**src/rtl/reg_write_scheduler.sv**
```systemverilog
// Shares the register-bank write port between pipeline writeback and a long-latency unit,
// and tracks registers awaiting long-latency results so that decode can stall on hazards.
module reg_write_scheduler #(
  parameter int FIFO_DEPTH  = 2,
  parameter int MAX_PENDING = 4
) (
  input  logic        clock,
  input  logic        reset,
  input  logic        issue_valid,
  input  logic [4:0]  issue_dest,
  output logic        issue_ready,
  input  logic [4:0]  dec_rs_id,
  input  logic [4:0]  dec_rt_id,
  input  logic [4:0]  dec_dest_id,
  input  logic        dec_dest_write,
  output logic        hazard_stall,
  input  logic        wb_write,
  input  logic [4:0]  wb_dest,
  input  logic [31:0] wb_value,
  input  logic        lu_valid,
  input  logic [4:0]  lu_dest,
  input  logic [31:0] lu_value,
  output logic        lu_ready,
  output logic        rf_write,
  output logic [4:0]  rf_dest,
  output logic [31:0] rf_value,
  output logic        protocol_error
);

  localparam int PTR_W = (FIFO_DEPTH > 1) ? $clog2(FIFO_DEPTH) : 1;
  localparam int CNT_W = $clog2(FIFO_DEPTH + 1);

  logic [4:0]       fifo_dest  [FIFO_DEPTH];
  logic [31:0]      fifo_value [FIFO_DEPTH];
  logic [PTR_W-1:0] head, tail;
  logic [CNT_W-1:0] count;
  logic [31:0]      pending, pending_next;
  logic [3:0]       outstanding;

  logic       empty, drain, push, accept, dec_out;
  logic [4:0] head_dest;

  assign empty     = (count == '0);
  assign head_dest = fifo_dest[head];
  assign drain     = ~wb_write & ~empty;
  assign lu_ready  = (count < CNT_W'(FIFO_DEPTH)) | drain;
  assign push      = lu_valid & lu_ready;
  assign issue_ready = (outstanding < 4'(MAX_PENDING)) &
                       ~((issue_dest != 5'd0) & pending[issue_dest]);
  assign accept    = issue_valid & issue_ready;
  assign dec_out   = drain & (outstanding != 4'd0);

  // pending[0] is never set, so register-0 IDs cannot stall.
  assign hazard_stall = pending[dec_rs_id] | pending[dec_rt_id] |
                        (dec_dest_write & pending[dec_dest_id]);

  always_comb begin
    rf_write = wb_write;
    rf_dest  = wb_dest;
    rf_value = wb_value;
    if (drain) begin
      rf_write = (head_dest != 5'd0);
      rf_dest  = head_dest;
      rf_value = fifo_value[head];
    end
  end

  // Clear on drain first so that a same-cycle issue to that register wins.
  always_comb begin
    pending_next = pending;
    if (drain) pending_next[head_dest] = 1'b0;
    if (accept && issue_dest != 5'd0) pending_next[issue_dest] = 1'b1;
    pending_next[0] = 1'b0;
  end

  always_ff @(posedge clock) begin
    if (push) begin
      fifo_dest[tail]  <= lu_dest;
      fifo_value[tail] <= lu_value;
    end
  end

  always_ff @(posedge clock or posedge reset) begin
    if (reset) begin
      head           <= '0;
      tail           <= '0;
      count          <= '0;
      pending        <= '0;
      outstanding    <= '0;
      protocol_error <= 1'b0;
    end else begin
      if (push)  tail <= tail + PTR_W'(1);
      if (drain) head <= head + PTR_W'(1);
      if (push && !drain)      count <= count + CNT_W'(1);
      else if (!push && drain) count <= count - CNT_W'(1);

      if (accept && !dec_out)      outstanding <= outstanding + 4'd1;
      else if (!accept && dec_out) outstanding <= outstanding - 4'd1;

      pending <= pending_next;

      if ((push && lu_dest != 5'd0 && !pending[lu_dest]) ||
          (wb_write && wb_dest != 5'd0 && pending[wb_dest]) ||
          (push && outstanding == 4'd0))
        protocol_error <= 1'b1;
    end
  end

endmodule

```
**config.mk**
```make
export PLATFORM = sky130hd
export DESIGN_NAME = reg_write_scheduler
export DESIGN_NICKNAME = d
export VERILOG_FILES = /design/src/rtl/reg_write_scheduler.sv
export SDC_FILE = /design/constraint.sdc
export NUM_CORES = 1
export LEC_CHECK = 0
export ABC_AREA = 1
export CAP_MARGIN = 15
export CORE_AREA = 10 10 138 108
export CTS_BUF_LIST = sky130_fd_sc_hd__clkbuf_8
export DETAILED_ROUTE_END_ITERATION = 8
export DIE_AREA = 0 0 148 118
export PLACE_DENSITY = 0.88
export SLEW_MARGIN = 30
export SYNTH_ARGS = -nofsm -noshare
export SYNTH_HDL_FRONTEND = slang
export SYNTH_SLANG_ARGS = --single-unit
```
**constraint.sdc**
```tcl
create_clock -name clock -period 5 [get_ports clock]
set_input_delay 0.75 -clock clock [delete_from_list [all_inputs] [get_ports clock]]
set_output_delay 0.75 -clock clock [all_outputs]
set_load 0.1 [all_outputs]
```
Word-level counts from Yosys, hierarchy flattened
Memories as Yosys holds them, arrays and structs flattened.
Index checks and enable logic that the tools add are counted.
Widths: inputs -> output; s select.
{"block": "classes", "addsub": 6, "order_cmp": 11, "muxes": 27, "n_bitwise": 16, "n_reduce_logical": 28}
{"cell": "$mux 32", "count": 3}
{"cell": "$lt 5x6->1 const B", "count": 7}
{"cell": "$and 32x32->32", "count": 1}
{"cell": "$not 32->32", "count": 1}
{"cell": "$or 32x32->32", "count": 1}
{"cell": "$bmux 1 s5", "count": 6}
{"cell": "$reduce_bool 5->1", "count": 4}
{"cell": "$logic_and 1x1->1", "count": 12}
{"cell": "$mux 1", "count": 11}
{"cell": "$demux 1 s5", "count": 2}
{"cell": "$ge 5x1->1 const B", "count": 2}
{"cell": "$mux 4", "count": 2}
{"cell": "$and 1x1->1", "count": 7}
{"cell": "$logic_not 1->1", "count": 5}
{"cell": "$mux 5", "count": 1}
{"cell": "$add 4x1->4 const B", "count": 1}
{"cell": "$logic_not 4->1", "count": 1}
{"cell": "$lt 4x3->1 const B", "count": 1}
{"cell": "$mux 2", "count": 2}
{"cell": "$reduce_bool 2->1", "count": 2}
{"cell": "$reduce_bool 4->1", "count": 1}
{"cell": "$sub 4x1->4 const B", "count": 1}
{"cell": "$not 1->1", "count": 3}
{"cell": "$or 1x1->1", "count": 3}
{"cell": "6 further kinds", "count": 8}
{"block": "totals", "ff_bits": 40, "ram_bits": 74, "output_inout_bits": 42, "elab_cells": 96, "n_memories": 2}
{"memory": "fifo_value", "words": 2, "width": 32, "rd": 1, "rd_ports_with_merged_regs": 0, "write_ports": 1, "line_no": "34", "rtl": "logic [31:0] fifo_value [FIFO_DEPTH];"}
{"memory": "fifo_dest", "words": 2, "width": 5, "rd": 1, "rd_ports_with_merged_regs": 0, "write_ports": 1, "line_no": "33", "rtl": "logic [4:0] fifo_dest [FIFO_DEPTH];"}

Longest topological paths before layout
Gate-level depths: netlist (run 1).
{"block": "depth", "ltp_word": 10, "ltp_mapped": 22, "ltp_nobuf": 21}

Least setup slack after synthesis (run 1)
No wires, ideal clock.
{"block": "synth_timing", "path_type": "input-to-output", "start": "in wb_write", "end": "out rf_dest[0]", "arrival_ns": 3.492, "setup_slack_ns": 0.758, "stages": 4, "path_cell_list": "a21oi_1 -> inv_1 -> clkbuf_1 -> o21ai_0"}
{"block": "synth_between", "elab_chain_len": 3}
{"element": "start: declaration", "line_no": "17", "rtl": "input logic wb_write,"}
{"element": "$not 1->1", "line_no": "45", "rtl": "assign drain = ~wb_write & ~empty;"}
{"element": "$and 1x1->1", "line_no": "45"}
{"element": "$mux 5", "line_no": "61", "rtl": "if (drain) begin"}
{"element": "end: declaration", "line_no": "25", "rtl": "output logic [4:0] rf_dest,"}
Every way passes these cells.

Final worst setup path (run 1)
{"block": "layout_timing", "start": "in issue_dest[1]", "end": "out issue_ready"}
{"block": "layout_between", "elab_chain_len": 5}
{"element": "start: declaration", "line_no": "10", "rtl": "input logic [4:0] issue_dest,"}
{"element": "$bmux 1 s5", "line_no": "49", "rtl": "~((issue_dest != 5'd0) & pending[issue_dest]);"}
{"element": "$mux 1 (not written as such)", "line_no": "49"}
{"element": "$and 1x1->1 *", "line_no": "49"}
{"element": "$not 1->1 *", "line_no": "49"}
{"element": "$and 1x1->1 *", "line_no": "48", "rtl": "assign issue_ready = (outstanding < 4'(MAX_PENDING)) &"}
{"element": "end: declaration", "line_no": "11", "rtl": "output logic issue_ready,"}
Every way passes the cells marked *; elsewhere a longest branch is shown, timed or not. The select of a mux whose other input is x is not followed.

==> results.md, run 1 <==
* Outcome: finished clean
* DIE AREA at approximately 17000 um^2
* Cell Count, Final, Fillers Out at roughly 1200
* H-tree Lvls at 4
* Synth Cell Area at 6950 um^2
* Post-CTS sizing at 0
* Nets at 1156
* Number of max-cap violations at 0
* Initial antenna violation count at 0
* Top fanout value on the critical path at 31
* Via/cell ratio at 5.84
* Clock latency on the worst-skew pair at about 0.42 ns
* Synth warn at 0
* Slew Viols, Final at 0
* Cell leakage power at roughly 3.8 nW
* Core ar. at ~12000 um^2
* Synth area leaders: edfxtp_1, nand2_1, dfrtp_1
* Die Y-Extent at approximately 120 um
* Synth cell types at 31
* P per Cell Area at about 560 nW/um^2
* Sequential share of the synthesized area at 0.464
* Skew final at roughly 0.0092 ns
* Cell Rows at 35
* Tightest Hold Check Type: reg2reg
* Setup Fix Bufs, Post-CTS at 0
* Post-route worst hold slack at 0.483 ns
* Max Clk Rate at ~260 MHz
* Critical path endpoint category: output port
* Final min period at 3.88 ns
* Post-synthesis net count at between 1000 and 1500
* Post-route ant nets at 0
* IO Count at roughly 140
* Initial Util at 0.571
* Num CTS Buffers at 17
* Worst EP arrival at between 3 and 4 ns
* Setup tns final at 0 ns
* Crit path launch type: input pin
* Port Buffers at approximately 140
* VDD IR max at 0.000595 V
* Gate count after technology mapping at a little over 900
* Yosys reg bits at between 100 and 150
* Chip width at about 150 um
* Diodes inserted at 0
* Residual DRC at 0
* Crit path kind: in2out
* Final setup vio count at 0
* Final period util at 0.775
* DRT Pass-1 Iters at 9
* Global-route wire length before repair at between 30000 and 40000 um
* Global placement routability congestion at just over 1
* Vias in the first global route at about 6400
* Dpl hpwl at approximately 16000 um
* Layout cell share with drive strength beyond 1 at 0.0789
* Leading area contributor after synthesis: edfxtp_1
* Routed WL at ~22000 um
* Total GRT Usage at 0.245
* Largest net degree at the start of global routing at 70
* Grt ovf at 0
* Clock Path Buffers at 2
* Top-area cell type share of the netlist area at 0.320
* Drt wl/cell at approximately 18 um
* Final Hold Vio Count at 0
* Fillcell total at between 900 and 1000
* DR vias at 7189
* Worst path required time at 4.25 ns
* Clock transition at the registers of the reported paths at 0.06 ns
* Root buffer cell: clkbuf_8
* Post-Synthesis Mean Instance Area at 7.48 um^2
* CTS sink count at 114
* CTS tree: done
* RSZ-0062 raised after global routing: false
* Layout area overhead at 25.7%
* Worst Tran Pin Value at 1.02 ns
* Placed insts at roughly 1200
* Hold Buf Count CTS at 0
* Iter 0 DRT Violations at 1113
* Relative slew slack at 0.316
[flip-flops by register name, summed over array words and instances (netlist names)]
register,flops
fifo_value,64
pending,31
fifo_dest,10
outstanding,4
count,2
head,1
protocol_error,1
tail,1
[area by class of cell]
class                           count  area (um^2)  area share
Multi-Input combinational cell    690         3240       0.371
Sequential cell                   114         3220       0.369
Timing Repair Buffer              150         1420       0.162
Inverter                           78          293      0.0335
Clock buffer                       18          248      0.0283
Tap cell                          166          208      0.0238
Clock inverter                     14          114      0.0130
[kinds of logic (layout without fill, tap and decap cells)]
family / after synthesis / count (layout) / share of synthesized area
AOI/OAI and AO/OA: 186 / 186 / 0.144
and+or+nand+nor: 491 / 491 / 0.297
buffers and inverters: 126 / 260 / 0.0745
muxes: 2 / 2 / 0.00306
adders and majority gates: 5 / 5 / 0.0101
DFF: 114 / 114 / 0.464
xor gates and xnor gates: 6 / 6 / 0.00756
[stage by stage]
stage / utilization / setup WS [ns] / cell area (um^2) / power [mW]
after detailed placement: 0.688 / 1.01 / 8380 / 4.08
after CTS: 0.718 / 1.14 / 8740 / 4.87
after floorplan: - / 0.758 / 6950 / 3.35
after global placement: 0.684 / 1.19 / 8320 / 4.00
after global routing: 0.718 / 0.883 / 8740 / 5.13
final: 0.718 / 1.12 / 8740 / 4.91
[critical path: stages]
cell and delay, ns:
clkdlybuf4s50_1 0.71, clkinv_1 0.36, nand2_1 0.16, nand2_1 0.06, nand2_1 0.06, nand2_1 0.05, nor2_1 0.11, nand2_1 0.11
nor2_4 0.10, buf_4 0.30, buf_4 0.35
[cell usage after synthesis, drive strengths merged]
cell type  instances
clkinv             4
o211ai             9
nor3               8
mux2               1
edfxtp            74
a31oi             32
nand4             32
buf               20
o21bai             2
nand3b             3
dfrtp             40
mux2i              1
or3                1
ha                 4
nor2              84
a21oi             53
inv               74
xor2               3
a21o               1
o21ai             89
nand2            277
xnor2              3
clkbuf            28
or2                4
fa                 1
nand3             82
[routing by layer]
metal  share of wire  vias to the layer above  global-route usage
met5               0                        -                   0
met4           0.036                        0              0.0927
met3            0.13                       85              0.0868
met2            0.46                      441               0.368
met1            0.38                     3263               0.315
li1                -                     3400                   -
[power by group]
part	leakage [nW]	switching, mW	internal (mW)
Sequential	1.20	0.287	1.27
Combinational	2.36	1.93	0.634
Clock	0.202	0.354	0.438
Total	3.76	2.57	2.34
[final timing paths]
path | start | endpoint | slack [ns] | cells past startpoint
setup / recovery | issue_dest[1] | issue_ready | 1.12 | 11
setup reg to reg | pending[12] | outstanding[3] | 2.09 | 20
hold reg to reg | count[0] | count[0] | 0.48 | 1
max in group asynchronous | reset | pending[27] | 3.89 | 3
hold / removal | count[0] | count[0] | 0.48 | 1
min in group asynchronous | reset | outstanding[2] | 0.75 | 3
[cells in the final DEF (no fill, tap or decap), types with 32 or more instances in the layout]
cell type,instances
clkdlybuf4s50_1,100
buf_4,48
nand4_1,32
nor2_1,81
dfrtp_1,40
edfxtp_1,74
nand2_1,277
inv_1,79
a31oi_1,32
o21ai_0,89
nand3_1,82
a21oi_1,52
Power figures use the tool's default switching activity.
==> inputs of run 2 (changes only) <==
--- a/config.mk
+++ b/config.mk
@@ -7,11 +7,11 @@
 export LEC_CHECK = 0
 export ABC_AREA = 1
 export CAP_MARGIN = 15
-export CORE_AREA = 10 10 138 108
+export CORE_AREA = 10 10 143 112
 export CTS_BUF_LIST = sky130_fd_sc_hd__clkbuf_8
 export DETAILED_ROUTE_END_ITERATION = 8
-export DIE_AREA = 0 0 148 118
-export PLACE_DENSITY = 0.88
+export DIE_AREA = 0 0 153 122
+export PLACE_DENSITY = 0.82
 export SLEW_MARGIN = 30
 export SYNTH_ARGS = -nofsm -noshare
 export SYNTH_HDL_FRONTEND = slang
==> constraint.sdc (replaced) <==
create_clock -name clock -period 3.6 [get_ports clock]
set_input_delay 0.54 -clock clock [delete_from_list [all_inputs] [get_ports clock]]
set_output_delay 0.54 -clock clock [all_outputs]
set_load 0.1 [all_outputs]
==> run 2 against run 1 <==
  * Hold slack worse by 0.0063 ns
  * Largest cell class unchanged
  * Design area is 7.1% higher
  * Clock power up 57%
  * Sequential power grew 37%
  * Sequential share of layout area down 2.5 points
  * Clock-buffer cell count is 1 lower
  * Sequential cell count is the same
  * Critical path depth unchanged
  * Power rose by 53%
  * Die area grew 6.9%
  * Cell count rose by 1.5%
  * Highest routed layer unchanged
==> results.md, run 2 (synthesis results as in run 1) <==
* Chip width at between 150 and 200 um
* Top fanout value on the critical path at 9
* Final setup vio count at 0
* Initial Util at 0.521
* Total GRT Usage at 0.238
* Setup Fix Bufs, Post-CTS at 0
* Diodes inserted at 0
* H-tree Lvls at 4
* P_sw at around 3.7 mW
* Post-route ant nets at 0
* Dpl hpwl at roughly 16000 um
* Clock transition at the registers of the reported paths at ~0.07 ns
* Most common cell after layout, fill and taps aside: nand2_1
* Cell Count, Final, Fillers Out at 1249
* Skew final at approximately 0.0075 ns
* Outcome: finished clean
* DIE AREA at between 15000 and 20000 um^2
* Placed insts at 1218
* Most frequent cells in the layout: nand2_1, clkdlybuf4s50_1, o21ai_0, nand3_1, nor2_1
* Post-CTS sizing at 0
* Critical path endpoint category: output port
* Clock Path Buffers at 2
* Worst EP arrival at roughly 2.6 ns
* Port Buffers at between 100 and 150
* Final min period at around 3.1 ns
* Crit path kind: in2out
* Grt ovf at 0
* Biggest register: fifo_value
* Layout cell share with drive strength beyond 1 at 0.0912
* Global placement routability congestion at between 1 and 1.5
* Final period util at 0.867
* Root buffer cell: clkbuf_8
* Pint at roughly 3.8 mW
* CP dominant cell by count: nand3_1
* Hold Buf Count CTS at 0
* Layout area overhead at 34.7%
* Final Hold Vio Count at 0
* Die Y-Extent at between 100 and 150 um
* Drt wl/cell at 18.1 um
* Clk network pwr share at 0.165
* Routed WL at ~23000 um
* Worst Path Buf+Inv at 3
* P per Cell Area at roughly 800 nW/um^2
* Worst Tran Pin Value at approximately 1.0 ns
* Nets at 1167
* Via/cell ratio at between 5 and 6
* Initial antenna violation count at 0
* Num CTS Buffers at 17
* Max reg flops at 64
* Crit path launch type: input pin
* DRT Pass-1 Iters at 8
* Iter 0 DRT Violations at 1020
* Cell breakdown of the critical path: clkdlybuf4s50_1 -> clkinv_1 -> a21oi_1 -> o21ai_0 -> nand3_1 -> nand3_1 -> nand3_1 -> nand2_1 -> nor2_1 -> nand2_1 -> buf_12
* Worst Slack Setup Final at 0.479 ns
* Vias in the first global route at approximately 6400
* Slew Viols, Final at 0
* CP top delay family: buffers and inverters
* Total Power at between 7 and 8 mW
* Relative slew slack at 0.314
* IO Count at roughly 140
* Sequential power share at 0.284
* CTS tree: done
* Post-Place Cell Area at between 8000 and 9000 um^2
* RSZ-0062 raised after global routing: false
* Top flop regs: fifo_value (64), pending (31), fifo_dest (10)
* DR vias at between 7000 and 8000
* Pre-CTS WS at 0.196 ns
* Clock latency on the worst-skew pair at about 0.42 ns
* Global-route wire length before repair at between 30000 and 40000 um
* Largest net degree at the start of global routing at between 50 and 60
* Cell Rows at 37
* Max Clk Rate at between 300 and 400 MHz
* CTS sink count at approximately 110
* Max stage delay on crit path at ~0.66 ns
* Fin area at between 9000 and 10000 um^2
* Tightest Hold Check Type: reg2reg
* Number of max-cap violations at 0
* Core ar. at 13300 um^2
* Cell leakage power at between 4 and 5 nW
* Slowest CP cell: clkdlybuf4s50_1
* Worst path required time at 3.06 ns
* Gate power share at 0.551
* VDD IR max at a little under 0.0007 V
* Sw frac at 0.489
* Residual DRC at 0
-- run 2: worst reg2reg max path: cells and delay by family, from the launching register on --
| family | cells | cell delay [ns] |
|---|---|---|
| AOI/OAI and AO/OA | 3 | 0.47 |
| and+or+nand+nor | 11 | 0.77 |
| adders and majority gates | 2 | 0.46 |
| DFF | 1 | 0.42 |
| buffers and inverters | 3 | 0.42 |
| xor gates and xnor gates | 1 | 0.14 |
-- run 2: stage by stage --
step	util	hold WS, ns	TNS [ns]
2_1_floorplan	-	0.446	-20.39
3_3_place_gp	0.672	0.461	0
3_5_place_dp	0.672	0.465	0
4_1_cts	0.702	0.478	0
5_1_grt	0.702	0.484	0
6_report	0.702	0.477	0
-- run 2: cell type report --
class	count	area (um^2)
multi-input cells	690	3240
well taps	175	219
inverters	78	293
flip-flops and latches	114	3220
clock inverters	14	171
repair buffers	161	1980
fillers	1032	3970
clock buffers	17	234
-- run 2: power by group through the flow --
stage / registers [mW] / logic, mW / clock network (mW)
after floorplan: 1.97 / 2.69 / 0
after global placement: 2.12 / 4.07 / 0
after detailed placement: 2.12 / 4.12 / 0
after CTS: 2.10 / 4.14 / 1.25
after global routing: 2.14 / 4.39 / 1.31
final: 2.14 / 4.14 / 1.24
-- run 2: layer usage --
layer / track usage / share of wire / vias to the layer above
met2: 0.386 / 0.45 / 389
met4: 0.0791 / 0.028 / 0
met1: 0.299 / 0.40 / 3193
met3: 0.0757 / 0.12 / 47
li1: - / - / 3431
met5: 0 / 0 / -
-- run 2: final timing paths --
path,startpoint,endpoint,slack [ns],cells past startpoint
max,dec_rt_id[1],hazard_stall,0.48,11
min,count[0],count[0],0.48,1
max reg2reg,pending[12],outstanding[3],0.80,20
min reg2reg,count[0],count[0],0.48,1
max in group asynchronous,reset,pending[22],2.69,3
min in group asynchronous,reset,outstanding[2],0.54,3
==> inputs of run 3 (changes only) <==
--- a/config.mk
+++ b/config.mk
@@ -7,11 +7,11 @@
 export LEC_CHECK = 0
 export ABC_AREA = 1
 export CAP_MARGIN = 15
-export CORE_AREA = 10 10 143 112
+export CORE_AREA = 10 10 148 116
 export CTS_BUF_LIST = sky130_fd_sc_hd__clkbuf_8
 export DETAILED_ROUTE_END_ITERATION = 8
-export DIE_AREA = 0 0 153 122
-export PLACE_DENSITY = 0.82
+export DIE_AREA = 0 0 158 126
+export PLACE_DENSITY = 0.77
 export SLEW_MARGIN = 30
 export SYNTH_ARGS = -nofsm -noshare
 export SYNTH_HDL_FRONTEND = slang
==> run 3 against run 2 <==
  * Hold slack better by 0.00097 ns
  * Global-route usage down 0.54 points
  * Combinational power about the same
  * Cell count up 0.80%
  * Core utilization down 3.9 points
  * Sequential share of layout area down 0.23 points
  * Critical path depth up 2
  * Power up 0.66%
  * Sequential cell count unchanged
  * Die area up 6.7%
  * Highest routed layer unchanged
==> results.md, run 3 (synthesis results as in run 1) <==
* H-tree Lvls at 4
* Root buffer cell: clkbuf_8
* Post-CTS sizing at 0
* Number of max-cap violations at 0
* Slew Viols, Final at 0
* Total GRT Usage at 0.233
* Worst EP arrival at around 2.5 ns
* Grt ovf at 0
* Dpl hpwl at 17000 um
* Skew final at roughly 0.011 ns
* Vias in the first global route at approximately 6600
* RSZ-0062 raised after global routing: false
* Outcome: finished clean
* Port Buffers at approximately 140
* Largest net degree at the start of global routing at between 40 and 50
* Final Hold Vio Count at 0
* Fillcell total at about 1200
* Routed WL at 23700 um
* Layout area overhead at 35.6%
* Util after Layout at 0.663
* IO Count at roughly 140
* Critical path endpoint category: output port
* Worst Tran Pin Value at just over 1 ns
* Final period util at 0.855
* Drt wl/cell at roughly 19 um
* Initial antenna violation count at 0
* DRT Pass-1 Iters at 6
* R2R Setup Slk at ~0.82 ns
* Initial Util at 0.489
* P per Cell Area at about 800 nW/um^2
* Worst Slack Setup Final at between 0.5 and 0.6 ns
* Die Y-Extent at 126 um
* Relative slew slack at 0.325
* Clock latency on the worst-skew pair at between 0.4 and 0.5 ns
* Final setup vio count at 0
* Layout cell share with drive strength beyond 1 at 0.100
* Post-route ant nets at 0
* Biggest register: fifo_value
* Most frequent cells in the layout: nand2_1, clkdlybuf4s50_1, o21ai_0, nand3_1, nor2_1
* Cell Rows at 38
* VDD IR max at 0.000606 V
* Nets at ~1200
* Hold Buf Count CTS at 0
* Max reg flops at 64
* Crit path kind: in2out
* Top flop regs: fifo_value (64), pending (31), fifo_dest (10)
* Clock transition at the registers of the reported paths at roughly 0.070 ns
* Pre-CTS WS at approximately 0.11 ns
* Crit path launch type: input pin
* Cell leakage power at 4.01 nW
* Top fanout value on the critical path at 31
* Worst path required time at between 3 and 4 ns
* Tightest Hold Check Type: reg2reg
* Global placement routability congestion at slightly above 1
* Clock Path Buffers at 2
* Final min period at a little over 3 ns
* Iter 0 DRT Violations at ~1000
* CTS tree: done
* Setup Fix Bufs, Post-CTS at 0
* Residual DRC at 0
* Num CTS Buffers at 17
* Total Power at between 7 and 8 mW
* Max Clk Rate at 325 MHz
* Chip width at between 150 and 200 um
* Global-route wire length before repair at ~36000 um
* CTS sink count at 114
* Core ar. at 14200 um^2
* Most common cell after layout, fill and taps aside: nand2_1
* DR vias at 7130
* Diodes inserted at 0
* DIE AREA at approximately 20000 um^2
* Via/cell ratio at roughly 5.7
==> run 3: changes by cell type in the layout (fill, tap and decap cells not counted) <==
cell,change
buf_12,+1
buf_4,+3
bufinv_16,-1
clkinv_1,-3
clkinv_2,-3
clkinv_4,+2
clkinvlp_4,+5
inv_1,-1
inv_6,+2
nand2_1,-1
nand2_2,+1
==> run 3: worst max-delay path: stages <==
cell	delay [ns]
clkdlybuf4s50_1	0.61
inv_2	0.17
nand2_1	0.09
nand2_1	0.05
nand2_1	0.05
nand2_1	0.06
nand2_1	0.05
nand2_1	0.07
nor2_1	0.10
nand2_1	0.10
nor2_4	0.09
buf_4	0.33
buf_12	0.22
==> run 3: layout make-up <==
class,instances,area [um^2],share of cell area
clock buffer,17,234,0.0248
clock inverter,15,184,0.0195
inverter,78,293,0.0311
multi-input combinational,690,3240,0.344
sequential,114,3220,0.342
tap,180,225,0.0239
timing repair buffer,165,2030,0.215
==> run 3: path summary, 6_finish.rpt <==
path                               startpoint              to  depth (start not counted)
worst max-delay path            issue_dest[0]     issue_ready                         13
worst min-delay path                 count[0]        count[0]                          1
worst max register to register    pending[13]  outstanding[3]                         20
worst min register to register       count[0]        count[0]                          1
max in group asynchronous               reset  protocol_error                          3
min in group asynchronous               reset  outstanding[1]                          3
==> run 3: power breakdown <==
| group | internal, mW | leakage (nW) | switching, mW |
|---|---|---|---|
| registers | 1.76 | 1.20 | 0.407 |
| clock network | 0.688 | 0.192 | 0.560 |
| logic | 1.35 | 2.62 | 2.79 |
==> run 3: routing by layer <==
| metal | wire (um) | vias to the layer above | track usage |
|---|---|---|---|
| met3 | 2790 | 76 | 0.0643 |
| li1 | - | 3441 | - |
| met1 | 9630 | 3224 | 0.316 |
| met2 | 10500 | 389 | 0.347 |
| met5 | 0 | - | 0 |
| met4 | 771 | 0 | 0.0886 |
==> run 3: through the flow <==
stage          area (um^2)  hold slack, ns  instances  TNS [ns]
2_1_floorplan         6950           0.446        930    -20.39
3_3_place_gp          9010           0.461       1227         0
3_5_place_dp          9010           0.469       1227         0
4_1_cts               9420           0.481       1259         0
5_1_grt               9430           0.521       1259         0
6_report              9430           0.478       1259         0
